<file path="src/rtl/uart_pkg.sv">
// Shared types and helpers for the buffered UART core.
package uart_pkg;

  // Widest supported data word; narrower words are zero-extended before use.
  localparam int c_max_databits = 9;

  typedef enum logic [1:0] {
    PAR_NONE,
    PAR_EVEN,
    PAR_ODD
  } parity_e;

  typedef enum logic [2:0] {
    TX_IDLE,
    TX_START,
    TX_DATA,
    TX_PARITY,
    TX_STOP
  } tx_state_e;

  typedef enum logic [2:0] {
    RX_IDLE,
    RX_START,
    RX_DATA,
    RX_PARITY,
    RX_STOP,
    RX_BREAK
  } rx_state_e;

  // Parity bit for a (zero-extended) data word; zero padding does not change the XOR.
  function automatic logic parity_bit(input logic [c_max_databits-1:0] data, input parity_e mode);
    case (mode)
      PAR_EVEN: return ^data;
      PAR_ODD:  return ~^data;
      default:  return 1'b0;
    endcase
  endfunction

endpackage

</file>
<file path="src/rtl/uart_sync_fifo.sv">
// Synchronous first-word fall-through FIFO with valid/ready handshakes on both sides.
module uart_sync_fifo #(
  parameter int WIDTH = 8,
  parameter int DEPTH = 16
) (
  input  logic                     clk_i,
  input  logic                     rstn_i,
  input  logic [WIDTH-1:0]         data_i,
  input  logic                     push_i,
  output logic                     ready_o,
  output logic [WIDTH-1:0]         data_o,
  input  logic                     pop_i,
  output logic                     valid_o,
  output logic [$clog2(DEPTH):0]   level_o
);

  localparam int c_aw = $clog2(DEPTH);

  logic [WIDTH-1:0] r_mem [DEPTH];
  logic [c_aw-1:0]  r_wr_ptr;
  logic [c_aw-1:0]  r_rd_ptr;
  logic [c_aw:0]    r_level;

  logic w_full;
  logic w_empty;
  logic w_push;
  logic w_pop;

  // A full FIFO refuses a push even when a pop happens in the same cycle.
  assign w_full  = (r_level == (c_aw+1)'(DEPTH));
  assign w_empty = (r_level == '0);
  assign w_push  = push_i & ~w_full;
  assign w_pop   = pop_i & ~w_empty;

  assign ready_o = ~w_full;
  assign valid_o = ~w_empty;
  assign data_o  = r_mem[r_rd_ptr];
  assign level_o = r_level;

  // Storage write.
  // NOTE: the storage array has no reset; contents are only observable once the level says so,
  // and leaving it out lets the array map onto plain RAM.
  always_ff @(posedge clk_i) begin
    if (w_push) r_mem[r_wr_ptr] <= data_i;
  end

  // Pointer and occupancy bookkeeping; pointers wrap naturally because DEPTH is a power of 2.
  // NOTE: state registers use non-blocking assignment so every flop samples pre-edge values.
  always_ff @(posedge clk_i or negedge rstn_i) begin
    if (!rstn_i) begin
      r_wr_ptr <= '0;
      r_rd_ptr <= '0;
      r_level  <= '0;
    end else begin
      if (w_push) r_wr_ptr <= r_wr_ptr + 1'b1;
      if (w_pop)  r_rd_ptr <= r_rd_ptr + 1'b1;
      case ({w_push, w_pop})
        2'b10:   r_level <= r_level + 1'b1;
        2'b01:   r_level <= r_level - 1'b1;
        default: r_level <= r_level;
      endcase
    end
  end

endmodule

</file>
<file path="src/rtl/uart_buffered_core.sv">
// Buffered UART transceiver: TX FIFO -> TX FSM -> pin, pin -> synchroniser -> RX FSM -> RX FIFO.
module uart_buffered_core
  import uart_pkg::*;
#(
  parameter int c_clkfreq    = 100_000_000,
  parameter int c_baudrate   = 10_000_000,
  parameter int c_databits   = 8,
  parameter int c_parity     = 0,
  parameter int c_stopbit    = 1,
  parameter int c_fifo_depth = 16
) (
  input  logic                          clk_i,
  input  logic                          rstn_i,
  input  logic [c_databits-1:0]         tx_data_i,
  input  logic                          tx_valid_i,
  output logic                          tx_ready_o,
  output logic [c_databits-1:0]         rx_data_o,
  output logic                          rx_valid_o,
  input  logic                          rx_ready_i,
  input  logic                          rx_i,
  output logic                          tx_o,
  output logic                          tx_active_o,
  output logic                          rx_active_o,
  output logic [$clog2(c_fifo_depth):0] tx_level_o,
  output logic [$clog2(c_fifo_depth):0] rx_level_o,
  output logic                          parity_err_o,
  output logic                          frame_err_o,
  output logic                          overrun_err_o,
  input  logic                          err_clr_i
);

  localparam int c_timerlim = c_clkfreq / c_baudrate;
  localparam int c_tw       = $clog2(2 * c_timerlim);
  localparam int c_bw       = $clog2(c_databits);

  localparam logic [c_tw-1:0] c_bit_last  = c_tw'(c_timerlim - 1);
  localparam logic [c_tw-1:0] c_stop_last = c_tw'(c_stopbit * c_timerlim - 1);
  localparam logic [c_tw-1:0] c_half      = c_tw'(c_timerlim / 2);
  localparam logic [c_bw-1:0] c_bit_top   = c_bw'(c_databits - 1);
  localparam parity_e c_par_mode = (c_parity == 1) ? PAR_EVEN :
                                   (c_parity == 2) ? PAR_ODD  : PAR_NONE;

  if (c_timerlim < 4) begin : g_bad_rate
    $error("uart_buffered_core: c_clkfreq/c_baudrate must be at least 4");
  end
  if (c_databits < 5 || c_databits > c_max_databits) begin : g_bad_width
    $error("uart_buffered_core: c_databits must be 5..9");
  end
  if (c_parity < 0 || c_parity > 2) begin : g_bad_parity
    $error("uart_buffered_core: c_parity must be 0, 1 or 2");
  end
  if (c_stopbit < 1 || c_stopbit > 2) begin : g_bad_stop
    $error("uart_buffered_core: c_stopbit must be 1 or 2");
  end
  if (c_fifo_depth < 2 || (c_fifo_depth & (c_fifo_depth - 1)) != 0) begin : g_bad_depth
    $error("uart_buffered_core: c_fifo_depth must be a power of 2 >= 2");
  end

  // ---------------------------------------------------------------- TX path
  tx_state_e               r_tx_state;
  tx_state_e               w_tx_state_nxt;
  logic [c_tw-1:0]         r_tx_timer;
  logic [c_bw-1:0]         r_tx_bitcnt;
  logic [c_databits-1:0]   r_tx_shift;
  logic                    r_tx_par;
  logic                    r_tx_o;
  logic                    w_tx_tick;
  logic                    w_tx_pop;
  logic                    w_tx_bit;
  logic [c_databits-1:0]   w_txf_data;
  logic                    w_txf_valid;

  uart_sync_fifo #(.WIDTH(c_databits), .DEPTH(c_fifo_depth)) u_tx_fifo (
    .clk_i   (clk_i),
    .rstn_i  (rstn_i),
    .data_i  (tx_data_i),
    .push_i  (tx_valid_i),
    .ready_o (tx_ready_o),
    .data_o  (w_txf_data),
    .pop_i   (w_tx_pop),
    .valid_o (w_txf_valid),
    .level_o (tx_level_o)
  );

  // TX state register.
  always_ff @(posedge clk_i or negedge rstn_i) begin
    if (!rstn_i) r_tx_state <= TX_IDLE;
    else         r_tx_state <= w_tx_state_nxt;
  end

  // TX next state, FIFO pop and line level; STOP may chain straight into START.
  // NOTE: every output of this block gets a default first, so no path leaves one unassigned (no latch).
  always_comb begin
    w_tx_state_nxt = r_tx_state;
    w_tx_pop       = 1'b0;
    w_tx_bit       = 1'b1;
    w_tx_tick      = (r_tx_timer == ((r_tx_state == TX_STOP) ? c_stop_last : c_bit_last));
    case (r_tx_state)
      TX_IDLE: begin
        if (w_txf_valid) begin
          w_tx_pop       = 1'b1;
          w_tx_state_nxt = TX_START;
        end
      end
      TX_START: begin
        w_tx_bit = 1'b0;
        if (w_tx_tick) w_tx_state_nxt = TX_DATA;
      end
      TX_DATA: begin
        w_tx_bit = r_tx_shift[0];
        if (w_tx_tick && r_tx_bitcnt == c_bit_top)
          w_tx_state_nxt = (c_par_mode == PAR_NONE) ? TX_STOP : TX_PARITY;
      end
      TX_PARITY: begin
        w_tx_bit = r_tx_par;
        if (w_tx_tick) w_tx_state_nxt = TX_STOP;
      end
      TX_STOP: begin
        if (w_tx_tick) begin
          if (w_txf_valid) begin
            w_tx_pop       = 1'b1;
            w_tx_state_nxt = TX_START;
          end else begin
            w_tx_state_nxt = TX_IDLE;
          end
        end
      end
      default: w_tx_state_nxt = TX_IDLE;
    endcase
  end

  // TX datapath: bit timer, bit counter, shifter and the registered pin driver.
  always_ff @(posedge clk_i or negedge rstn_i) begin
    if (!rstn_i) begin
      r_tx_timer  <= '0;
      r_tx_bitcnt <= '0;
      r_tx_shift  <= '0;
      r_tx_par    <= 1'b0;
      r_tx_o      <= 1'b1;
    end else begin
      r_tx_o <= w_tx_bit;
      if (r_tx_state == TX_IDLE || w_tx_tick) r_tx_timer <= '0;
      else                                    r_tx_timer <= r_tx_timer + 1'b1;
      if (r_tx_state != TX_DATA) r_tx_bitcnt <= '0;
      else if (w_tx_tick)        r_tx_bitcnt <= r_tx_bitcnt + 1'b1;
      if (w_tx_pop) begin
        r_tx_shift <= w_txf_data;
        r_tx_par   <= parity_bit(c_max_databits'(w_txf_data), c_par_mode);
      end else if (r_tx_state == TX_DATA && w_tx_tick) begin
        r_tx_shift <= r_tx_shift >> 1;
      end
    end
  end

  assign tx_o        = r_tx_o;
  assign tx_active_o = (r_tx_state != TX_IDLE);

  // ---------------------------------------------------------------- RX path
  rx_state_e               r_rx_state;
  rx_state_e               w_rx_state_nxt;
  logic                    r_rx_meta;
  logic                    r_rx_s;
  logic [c_tw-1:0]         r_rx_timer;
  logic [c_bw-1:0]         r_rx_bitcnt;
  logic [c_databits-1:0]   r_rx_shift;
  logic                    r_rx_parbit;
  logic                    r_par_err;
  logic                    r_frame_err;
  logic                    r_overrun_err;
  logic                    w_rx_tick;
  logic                    w_rx_mid;
  logic                    w_rx_push;
  logic                    w_rx_set_par;
  logic                    w_rx_set_frame;
  logic                    w_rx_set_ovr;
  logic                    w_rxf_ready;

  uart_sync_fifo #(.WIDTH(c_databits), .DEPTH(c_fifo_depth)) u_rx_fifo (
    .clk_i   (clk_i),
    .rstn_i  (rstn_i),
    .data_i  (r_rx_shift),
    .push_i  (w_rx_push),
    .ready_o (w_rxf_ready),
    .data_o  (rx_data_o),
    .pop_i   (rx_ready_i),
    .valid_o (rx_valid_o),
    .level_o (rx_level_o)
  );

  // Two-flop synchroniser for the asynchronous serial input; idles high.
  always_ff @(posedge clk_i or negedge rstn_i) begin
    if (!rstn_i) begin
      r_rx_meta <= 1'b1;
      r_rx_s    <= 1'b1;
    end else begin
      r_rx_meta <= rx_i;
      r_rx_s    <= r_rx_meta;
    end
  end

  // RX state register.
  always_ff @(posedge clk_i or negedge rstn_i) begin
    if (!rstn_i) r_rx_state <= RX_IDLE;
    else         r_rx_state <= w_rx_state_nxt;
  end

  // RX next state and completion events; start bit is re-checked mid-bit to reject glitches.
  always_comb begin
    w_rx_state_nxt = r_rx_state;
    w_rx_push      = 1'b0;
    w_rx_set_par   = 1'b0;
    w_rx_set_frame = 1'b0;
    w_rx_tick      = (r_rx_timer == c_bit_last);
    w_rx_mid       = (r_rx_timer == c_half);
    case (r_rx_state)
      RX_IDLE: if (!r_rx_s) w_rx_state_nxt = RX_START;
      RX_START: begin
        if (w_rx_mid) w_rx_state_nxt = r_rx_s ? RX_IDLE : RX_DATA;
      end
      RX_DATA: begin
        if (w_rx_tick && r_rx_bitcnt == c_bit_top)
          w_rx_state_nxt = (c_par_mode == PAR_NONE) ? RX_STOP : RX_PARITY;
      end
      RX_PARITY: if (w_rx_tick) w_rx_state_nxt = RX_STOP;
      RX_STOP: begin
        if (w_rx_tick) begin
          if (r_rx_s) begin
            w_rx_push      = 1'b1;
            w_rx_set_par   = (c_par_mode != PAR_NONE) &&
                             (r_rx_parbit != parity_bit(c_max_databits'(r_rx_shift), c_par_mode));
            w_rx_state_nxt = RX_IDLE;
          end else begin
            w_rx_set_frame = 1'b1;
            w_rx_state_nxt = RX_BREAK;
          end
        end
      end
      RX_BREAK: if (r_rx_s) w_rx_state_nxt = RX_IDLE;
      default:  w_rx_state_nxt = RX_IDLE;
    endcase
  end

  assign w_rx_set_ovr = w_rx_push & ~w_rxf_ready;

  // RX datapath: timer restarts at the start-bit midpoint so later samples land mid-bit.
  always_ff @(posedge clk_i or negedge rstn_i) begin
    if (!rstn_i) begin
      r_rx_timer  <= '0;
      r_rx_bitcnt <= '0;
      r_rx_shift  <= '0;
      r_rx_parbit <= 1'b0;
    end else begin
      if (r_rx_state == RX_IDLE || r_rx_state == RX_BREAK || w_rx_tick ||
          (r_rx_state == RX_START && w_rx_mid))
        r_rx_timer <= '0;
      else
        r_rx_timer <= r_rx_timer + 1'b1;
      if (r_rx_state != RX_DATA) r_rx_bitcnt <= '0;
      else if (w_rx_tick)        r_rx_bitcnt <= r_rx_bitcnt + 1'b1;
      if (r_rx_state == RX_DATA && w_rx_tick)
        r_rx_shift <= {r_rx_s, r_rx_shift[c_databits-1:1]};
      if (r_rx_state == RX_PARITY && w_rx_tick)
        r_rx_parbit <= r_rx_s;
    end
  end

  // Sticky error flags; a new error in the same cycle wins over a clear.
  always_ff @(posedge clk_i or negedge rstn_i) begin
    if (!rstn_i) begin
      r_par_err     <= 1'b0;
      r_frame_err   <= 1'b0;
      r_overrun_err <= 1'b0;
    end else begin
      if (w_rx_set_par)        r_par_err     <= 1'b1;
      else if (err_clr_i)      r_par_err     <= 1'b0;
      if (w_rx_set_frame)      r_frame_err   <= 1'b1;
      else if (err_clr_i)      r_frame_err   <= 1'b0;
      if (w_rx_set_ovr)        r_overrun_err <= 1'b1;
      else if (err_clr_i)      r_overrun_err <= 1'b0;
    end
  end

  assign parity_err_o  = r_par_err;
  assign frame_err_o   = r_frame_err;
  assign overrun_err_o = r_overrun_err;
  assign rx_active_o   = (r_rx_state != RX_IDLE);

endmodule

</file>
<file path="config.mk">
export PLATFORM = sky130hd
export DESIGN_NAME = uart_buffered_core
export DESIGN_NICKNAME = d
export VERILOG_FILES = /design/src/rtl/uart_pkg.sv /design/src/rtl/uart_sync_fifo.sv /design/src/rtl/uart_buffered_core.sv
export SDC_FILE = /design/constraint.sdc
export NUM_CORES = 1
export LEC_CHECK = 0
export CORE_MARGIN = 2
export CORE_UTILIZATION = 45
export DETAILED_ROUTE_END_ITERATION = 6
export PLACE_DENSITY = 0.72
export SLEW_MARGIN = 5
export SYNTH_ARGS = -nofsm -noshare
export SYNTH_HDL_FRONTEND = slang
export SYNTH_SLANG_ARGS = --single-unit
</file>
<file path="constraint.sdc">
create_clock -name clk_i -period 3.55 [get_ports clk_i]
set_clock_uncertainty 0.1 [all_clocks]
set_input_delay 0.355 -clock clk_i [delete_from_list [all_inputs] [get_ports clk_i]]
set_output_delay 0.355 -clock clk_i [all_outputs]
set_load 0.005 [all_outputs]
</file>
==> results of run 1 <==
final cells by class:
class / count / area, sq um / area share, %
inverter: 16 / 60.1 / 0.391
clock buffer: 50 / 1000 / 6.54
multi-input combinational: 357 / 3630 / 23.6
clock inverter: 13 / 154 / 1.00
sequential: 325 / 9420 / 61.4
tap: 390 / 488 / 3.18
timing repair buffer: 65 / 596 / 3.88
state kept, by name, indices dropped and copies added (netlist names), 3 cells and up:
register / flops
r_tx_timer: 5
r_tx_state: 3
r_rx_timer: 5
u_tx_fifo.r_wr_ptr: 4
u_rx_fifo.level_o: 5
u_tx_fifo.level_o: 5
r_rx_state: 3
r_tx_bitcnt: 3
r_rx_bitcnt: 3
u_rx_fifo.r_mem: 128
u_tx_fifo.r_rd_ptr: 4
u_tx_fifo.r_mem: 128
u_rx_fifo.r_wr_ptr: 4
r_rx_shift: 8
r_tx_shift: 8
u_rx_fifo.r_rd_ptr: 4
per-stage QoR:
| stage | hold slack, ps | util [%] |
|---|---|---|
| after floorplan | -40.6 | - |
| final | 238 | 52.2 |
| after detailed placement | 247 | 48.2 |
| after CTS | 227 | 52.2 |
| after global placement | 248 | 48.2 |
| after global routing | 226 | 52.2 |
cell families (layout without fill, tap and decap cells):
| family | Yosys count | after routing |
|---|---|---|
| adders and majority gates | 27 | 27 |
| muxes | 108 | 108 |
| buffers and inverters | 58 | 144 |
| and+or+nand+nor | 135 | 135 |
| AOI/OAI and AO/OA | 55 | 55 |
| other | 1 | 1 |
| DFF | 325 | 325 |
| xor gates and xnor gates | 31 | 31 |
metal layers:
metal	track usage, %	vias up	wire, um
met5	0	-	0
met2	27.7	152	12300
met3	2.71	29	1030
met4	3.79	0	358
met1	21.3	3388	10100
li1	-	2986	-
cells in the mapped netlist (2+ instances only):
master,instances
clkbuf_1,17
buf_4,6
nand2b_1,10
ha_1,26
edfxtp_1,256
mux2i_1,17
xor2_1,12
a21oi_1,10
o21ai_1,4
nor2_1,44
mux4_2,72
buf_2,3
nor2b_1,2
nand3_1,6
nor4bb_1,2
mux2_2,19
and2_1,2
buf_6,6
o21bai_1,2
or2_2,2
or3_1,5
a31oi_1,2
o21ai_0,18
xnor2_1,19
inv_1,16
nand2_1,37
dfrtp_1,66
o211ai_1,8
o22ai_1,3
a22oi_1,3
buf_1,10
dfstp_2,3
nand4_1,4
nor3_1,10
worst max-delay path, delay by kind of cell (launching register included):
kind                     cells  cell delay (ps)
AO/OA/AOI/OAI                3              500
XOR/XNOR                     1              130
adder cells (fa/ha/maj)      3              700
buffers and inverters        2              120
flip-flops                   1              390
AND/OR/NAND/NOR              4             1220
worst min-delay path by stage:
stage,slack [ps],depth (start not counted),to
floorplan,-40,0,frame_err_o
global placement,250,0,r_rx_s
detailed placement,250,0,r_rx_s
CTS,230,1,r_rx_meta
global route,230,1,r_rx_meta
finish,240,1,r_rx_meta
repair_timing:
| action | 4_1_cts | 5_1_grt |
|---|---|---|
| resized for setup | 0 | 0 |
| hold buffers | 1 | 0 |
| hold endpoints to repair | 66 | 0 |
where the power goes:
| part | total (uW) | leakage, uW | switching, uW | internal (uW) |
|---|---|---|---|---|
| clock | 3580 | 0.000566 | 1390 | 2190 |
| combinational | 2660 | 0.00159 | 1230 | 1430 |
| sequential | 5000 | 0.00319 | 487 | 4510 |
| total | 11200 | 0.00535 | 3110 | 8130 |
==> metrics.txt, run 1 <==
placed cell areas=0.0142 sq mm; reg2reg path depth=13; RR Endpoint=u_rx_fifo.level_o[4]; first-pass GRT wire length=38200 um; pre-CTS WS=245 ps; DRC violations left=0; CP endpoint kind=register; DRT iter0 DRCs=391; worst hold start=rx_i; Root Buffer=clkbuf_16; commonest non-fill, non-tap cell in the layout=edfxtp_1; GRT Total Usage=16.0%; critical path data required time=3830 ps; leak pwr=0.00535 uW; commonest cells after routing, fill and taps aside=edfxtp_1, mux4_2, dfrtp_1, nor2_1; r2r setup slk=270 ps; die height=176 um; CTS tree=yes; synth unique cells=52; mux contribution to synthesized area=15.0%; largest area contributor in the netlist=edfxtp_1; Synthesized Nets=781; die area=0.0310 sq mm; RSZ-0062 raised after global routing=false; CP endpoint=u_rx_fifo.level_o[4]; crit path max fanout=9; non-filler cells in the finished layout=1216; IO Pins=40; n_diodes=0; Cell Pwr Density=732 mW/mm^2; WP data arrival=3560 ps; clock sink total=325; Post-Synth Simple-Gate Area=5.06%; antenna viol nets, final=0; measured slew at the worst slew-check pin=1050 ps; CTS clk-pin slew, worst paths=60 ps; status=complete, no violations; top cells by area, synth=edfxtp_1, dfrtp_1, mux4_2; # nets final=841; Port Buffer Count=38; vias in the first global route=6733; Critical path origin=r_rx_timer[1]; Most used DFF post-synth=edfxtp_1; site row count=63; layout cells sized above 1=22.3%; most frequent CP cell=ha_1; CTS Buffer Depth=3; combinational family with the most area after synthesis=multiplexers; fill count=2275; post-synthesis sequential area ratio=70.6%; Starting Density=45.4%; worst-path cell chain=inv_1 > ha_1 > and4bb_2 > nand4_1 > a21oi_2 > inv_1 > ha_1 > ha_1 > nor2b_1 > o21ai_0 > a21oi_1 > or3b_2 > xnor2_1; CP peak stage delay=460 ps; Vias/cell=5.39; chip width=176 um; routed len/inst=19.6 um; GPL Wtd Cong=0.748; Final WS setup=271 ps; synthesis-to-layout area growth=15.1%; mapped cell area=0.0133 sq mm; post-synth top area share=57.6%; crit path max-delay cell type=or3b_2; Yosys warnings=0; Worst Hold Class=in2reg; Final Hold Violating Endpoints=0; Startpoint Class=register; Seq cells post-synth=325; Tmin final=3280 ps; Design Area, Final=0.0154 sq mm; Setup CP Type=reg2reg; Synth Instances=740; via count=6555; Placed Cells=1152; Total Wirelength=23800 um; Num CTS Buffers=35; overall power=11200 uW; antenna violations before repair=0; Detailed Place HPWL=15400 um; GRT overflow=0; worst-skew pair later-pin latency=510 ps; Core Area=0.0294 sq mm; postcts setup bufs=0; Slew Limit Fails=0; CTS H-Tree Depth=2; First-pass DRT Iterations=5; Synth Area in Compound Gates=2.47%; final worst-path cycle share=92.4%; share of synthesized flip-flops with an asynchronous set or reset=21.2%; adder-cell share of the synthesized area=2.59%; max_cap viols=0; EDFF count, synth=256; slew margin rel.=29.8%; Setup Total Neg Slack=0 ps; final setup fails=0; Synth Area per Inst=18.0 sq um; worst vdd ir=0.000436 V; FF-to-FF Start=r_rx_timer[1]; largest net degree at the start of global routing=70; Post-Synth XOR/XNOR Area=2.04%; Fmax=0.305 GHz
Power figures use the tool's default switching activity.
==> run 2, diff against run 1 <==
--- a/config.mk
+++ b/config.mk
@@ -9,7 +9,7 @@
 export CORE_UTILIZATION = 45
 export DETAILED_ROUTE_END_ITERATION = 6
 export PLACE_DENSITY = 0.72
-export SLEW_MARGIN = 5
+export SLEW_MARGIN = 20
 export SYNTH_ARGS = -nofsm -noshare
 export SYNTH_HDL_FRONTEND = slang
 export SYNTH_SLANG_ARGS = --single-unit
==> results of run 2 <==
Final layout, timing and power as in run 1 (identical DEF).
==> run 3, diff against run 2 <==
==> constraint.sdc (replaced) <==
create_clock -name clk_i -period 3.3 [get_ports clk_i]
set_clock_uncertainty 0.1 [all_clocks]
set_input_delay 0.33 -clock clk_i [delete_from_list [all_inputs] [get_ports clk_i]]
set_output_delay 0.33 -clock clk_i [all_outputs]
set_load 0.005 [all_outputs]
==> run 3 against run 2 <==
Effect of this change:
- flip-flop and latch count is the same
- design area is essentially flat
- power rose by 6.3%
- setup slack got worse by 63 ps
- final cell count increased by 0.58%
- worst hold slack got worse by 30 ps
- global-route usage fell by 0.11 points
==> metrics.txt, run 3 (synthesized netlist as in run 1, its figures left out) <==
combined area of the multi-input logic cells=0.00364 sq mm; slew margin rel.=36.5%; critical path data required time=3580 ps; Setup CP Type=reg2reg; Reg area=0.00942 sq mm; worst-skew pair later-pin latency=510 ps; final worst-path cycle share=93.7%; Cell Int Power=8610 uW; worst vdd ir=0.000437 V; Startpoint Class=register; worst-path cell chain=inv_1 > ha_1 > and4bb_2 > nand4_1 > a21oi_2 > inv_1 > ha_1 > ha_1 > nor2b_1 > o21ai_0 > a21oi_1 > or3b_2 > xnor2_1; clock sink total=325; Worst Hold Class=in2reg; Sw Ratio=27.9%; FF-to-FF Start=r_rx_timer[1]; Port Buffer Count=38; crit path max-delay cell type=or3b_2; Starting Density=45.4%; GRT overflow=0; WP data arrival=3370 ps; fill count=2284; site row count=63; CP top delay family=simple AND/OR/NAND/NOR gates; antenna violations before repair=0; crit path max fanout=4; measured slew at the worst slew-check pin=948 ps; CTS tree=yes; Final Hold Violating Endpoints=0; DRC violations left=0; Setup Total Neg Slack=0 ps; commonest cells after routing, fill and taps aside=edfxtp_1, mux4_2, dfrtp_1, nor2_1; status=complete, no violations; Cell Pwr Density=778 mW/mm^2; antenna viol nets, final=0; Fmax=0.323 GHz; chip width=176 um; commonest non-fill, non-tap cell in the layout=edfxtp_1; largest net degree at the start of global routing=70; GRT Total Usage=15.9%; register share of total power=44.8%; fin util=52.3%; Core Area=0.0294 sq mm; Sw Pwr=3330 uW; GPL Wtd Cong=0.762; IO Pins=40; routed len/inst=19.3 um; die area=0.0310 sq mm; via count=6443; First-pass DRT Iterations=4; synthesis-to-layout area growth=15.2%; Num CTS Buffers=34; max_cap viols=0; leak pwr=0.00536 uW; # nets final=848; vias in the first global route=6799; Slew Limit Fails=0; RSZ-0062 raised after global routing=false; first-pass GRT wire length=38000 um; CTS Buffer Depth=3; Root Buffer=clkbuf_16; Total Wirelength=23600 um; DRT iter0 DRCs=448; CTS clk-pin slew, worst paths=60 ps; most frequent CP cell=ha_1; Critical path origin=r_rx_timer[1]; die height=176 um; biggest regs=u_rx_fifo.r_mem (128), u_tx_fifo.r_mem (128); layout cells sized above 1=22.9%; Clk pwr share=30.6%; Tmin final=3090 ps; worst hold start=rx_i; Detailed Place HPWL=15500 um; Vias/cell=5.27; combinational power share=24.6%; CP peak stage delay=450 ps; crit path buf inv count=2; n_diodes=0; CTS H-Tree Depth=2; final setup fails=0; CP endpoint kind=register
run 3: changes by cell type in the layout (fill, tap and decap cells not counted):
cell        change
bufinv_16       -2
nor4_4          +1
clkbuf_16       -1
buf_4           +7
clkinv_4        -1
clkinv_1        -4
buf_12          +1
nor4_2          -1
clkinv_8        +1
clkbuf_1        +4
clkinvlp_4      +1
inv_6           -1
clkinv_2        +2
run 3: area by class of cell:
| cell class | instances | area share (%) |
|---|---|---|
| sequential | 325 | 61.3 |
| multi-input combinational | 357 | 23.7 |
| clock buffer | 53 | 6.47 |
| timing repair buffer | 73 | 4.35 |
| tap | 390 | 3.18 |
| clock inverter | 9 | 0.619 |
| inverter | 16 | 0.391 |
run 3: metrics by stage:
step | hold WS, ps | instance area, sq um | total power (uW) | std cells | worst slack (ps)
after CTS | 191 | 15300 | 12100 | 1221 | 42.0
after floorplan | -65.6 | 13300 | 7500 | 740 | 183
after global placement | 251 | 14200 | 8370 | 1158 | 201
after detailed placement | 250 | 14200 | 8420 | 1158 | 173
after global routing | 201 | 15400 | 12600 | 1223 | 13.0
final | 208 | 15400 | 11900 | 1223 | 208
run 3: power groups by stage:
stage / Combinational (uW) / Clock (uW) / Sequential [uW]
floorplan: 2360 / 0 / 5140
global placement: 2940 / 0 / 5430
detailed placement: 2970 / 0 / 5440
CTS: 2990 / 3740 / 5360
global route: 3270 / 3910 / 5420
finish: 2940 / 3650 / 5350
run 3: what timing repair did:
item	CTS	global route
endpoints found under the setup margin	0	7
hold buffers	1	0
gates resized for setup	0	1
buffers inserted	0	2
hold endpoints to repair	66	0
run 3: path summary, 6_finish.rpt:
kind	to	slack [ps]	cells past startpoint
max	u_rx_fifo.level_o[4]	210	13
min	r_rx_meta	210	1
max reg2reg	u_rx_fifo.level_o[4]	210	13
min reg2reg	r_rx_s	260	0
max in group asynchronous	u_rx_fifo.r_rd_ptr[0]	2020	2
min in group asynchronous	u_tx_fifo.r_wr_ptr[3]	370	2
run 3: worst reg2reg max path: cells and delay by family, from the launching register on:
family,cells,cell delay [ps]
AOI/OAI and AO/OA,3,490
xor gates and xnor gates,1,130
adders and majority gates,3,700
buffers and inverters,2,120
DFF,1,400
and+or+nand+nor,4,1050
run 3: per-layer routing:
| metal | global-route usage, % | wire, um |
|---|---|---|
| met1 | 20.4 | 9580 |
| met2 | 28.1 | 12500 |
| met3 | 2.95 | 1130 |
| met4 | 3.82 | 367 |
| met5 | 0 | 0 |
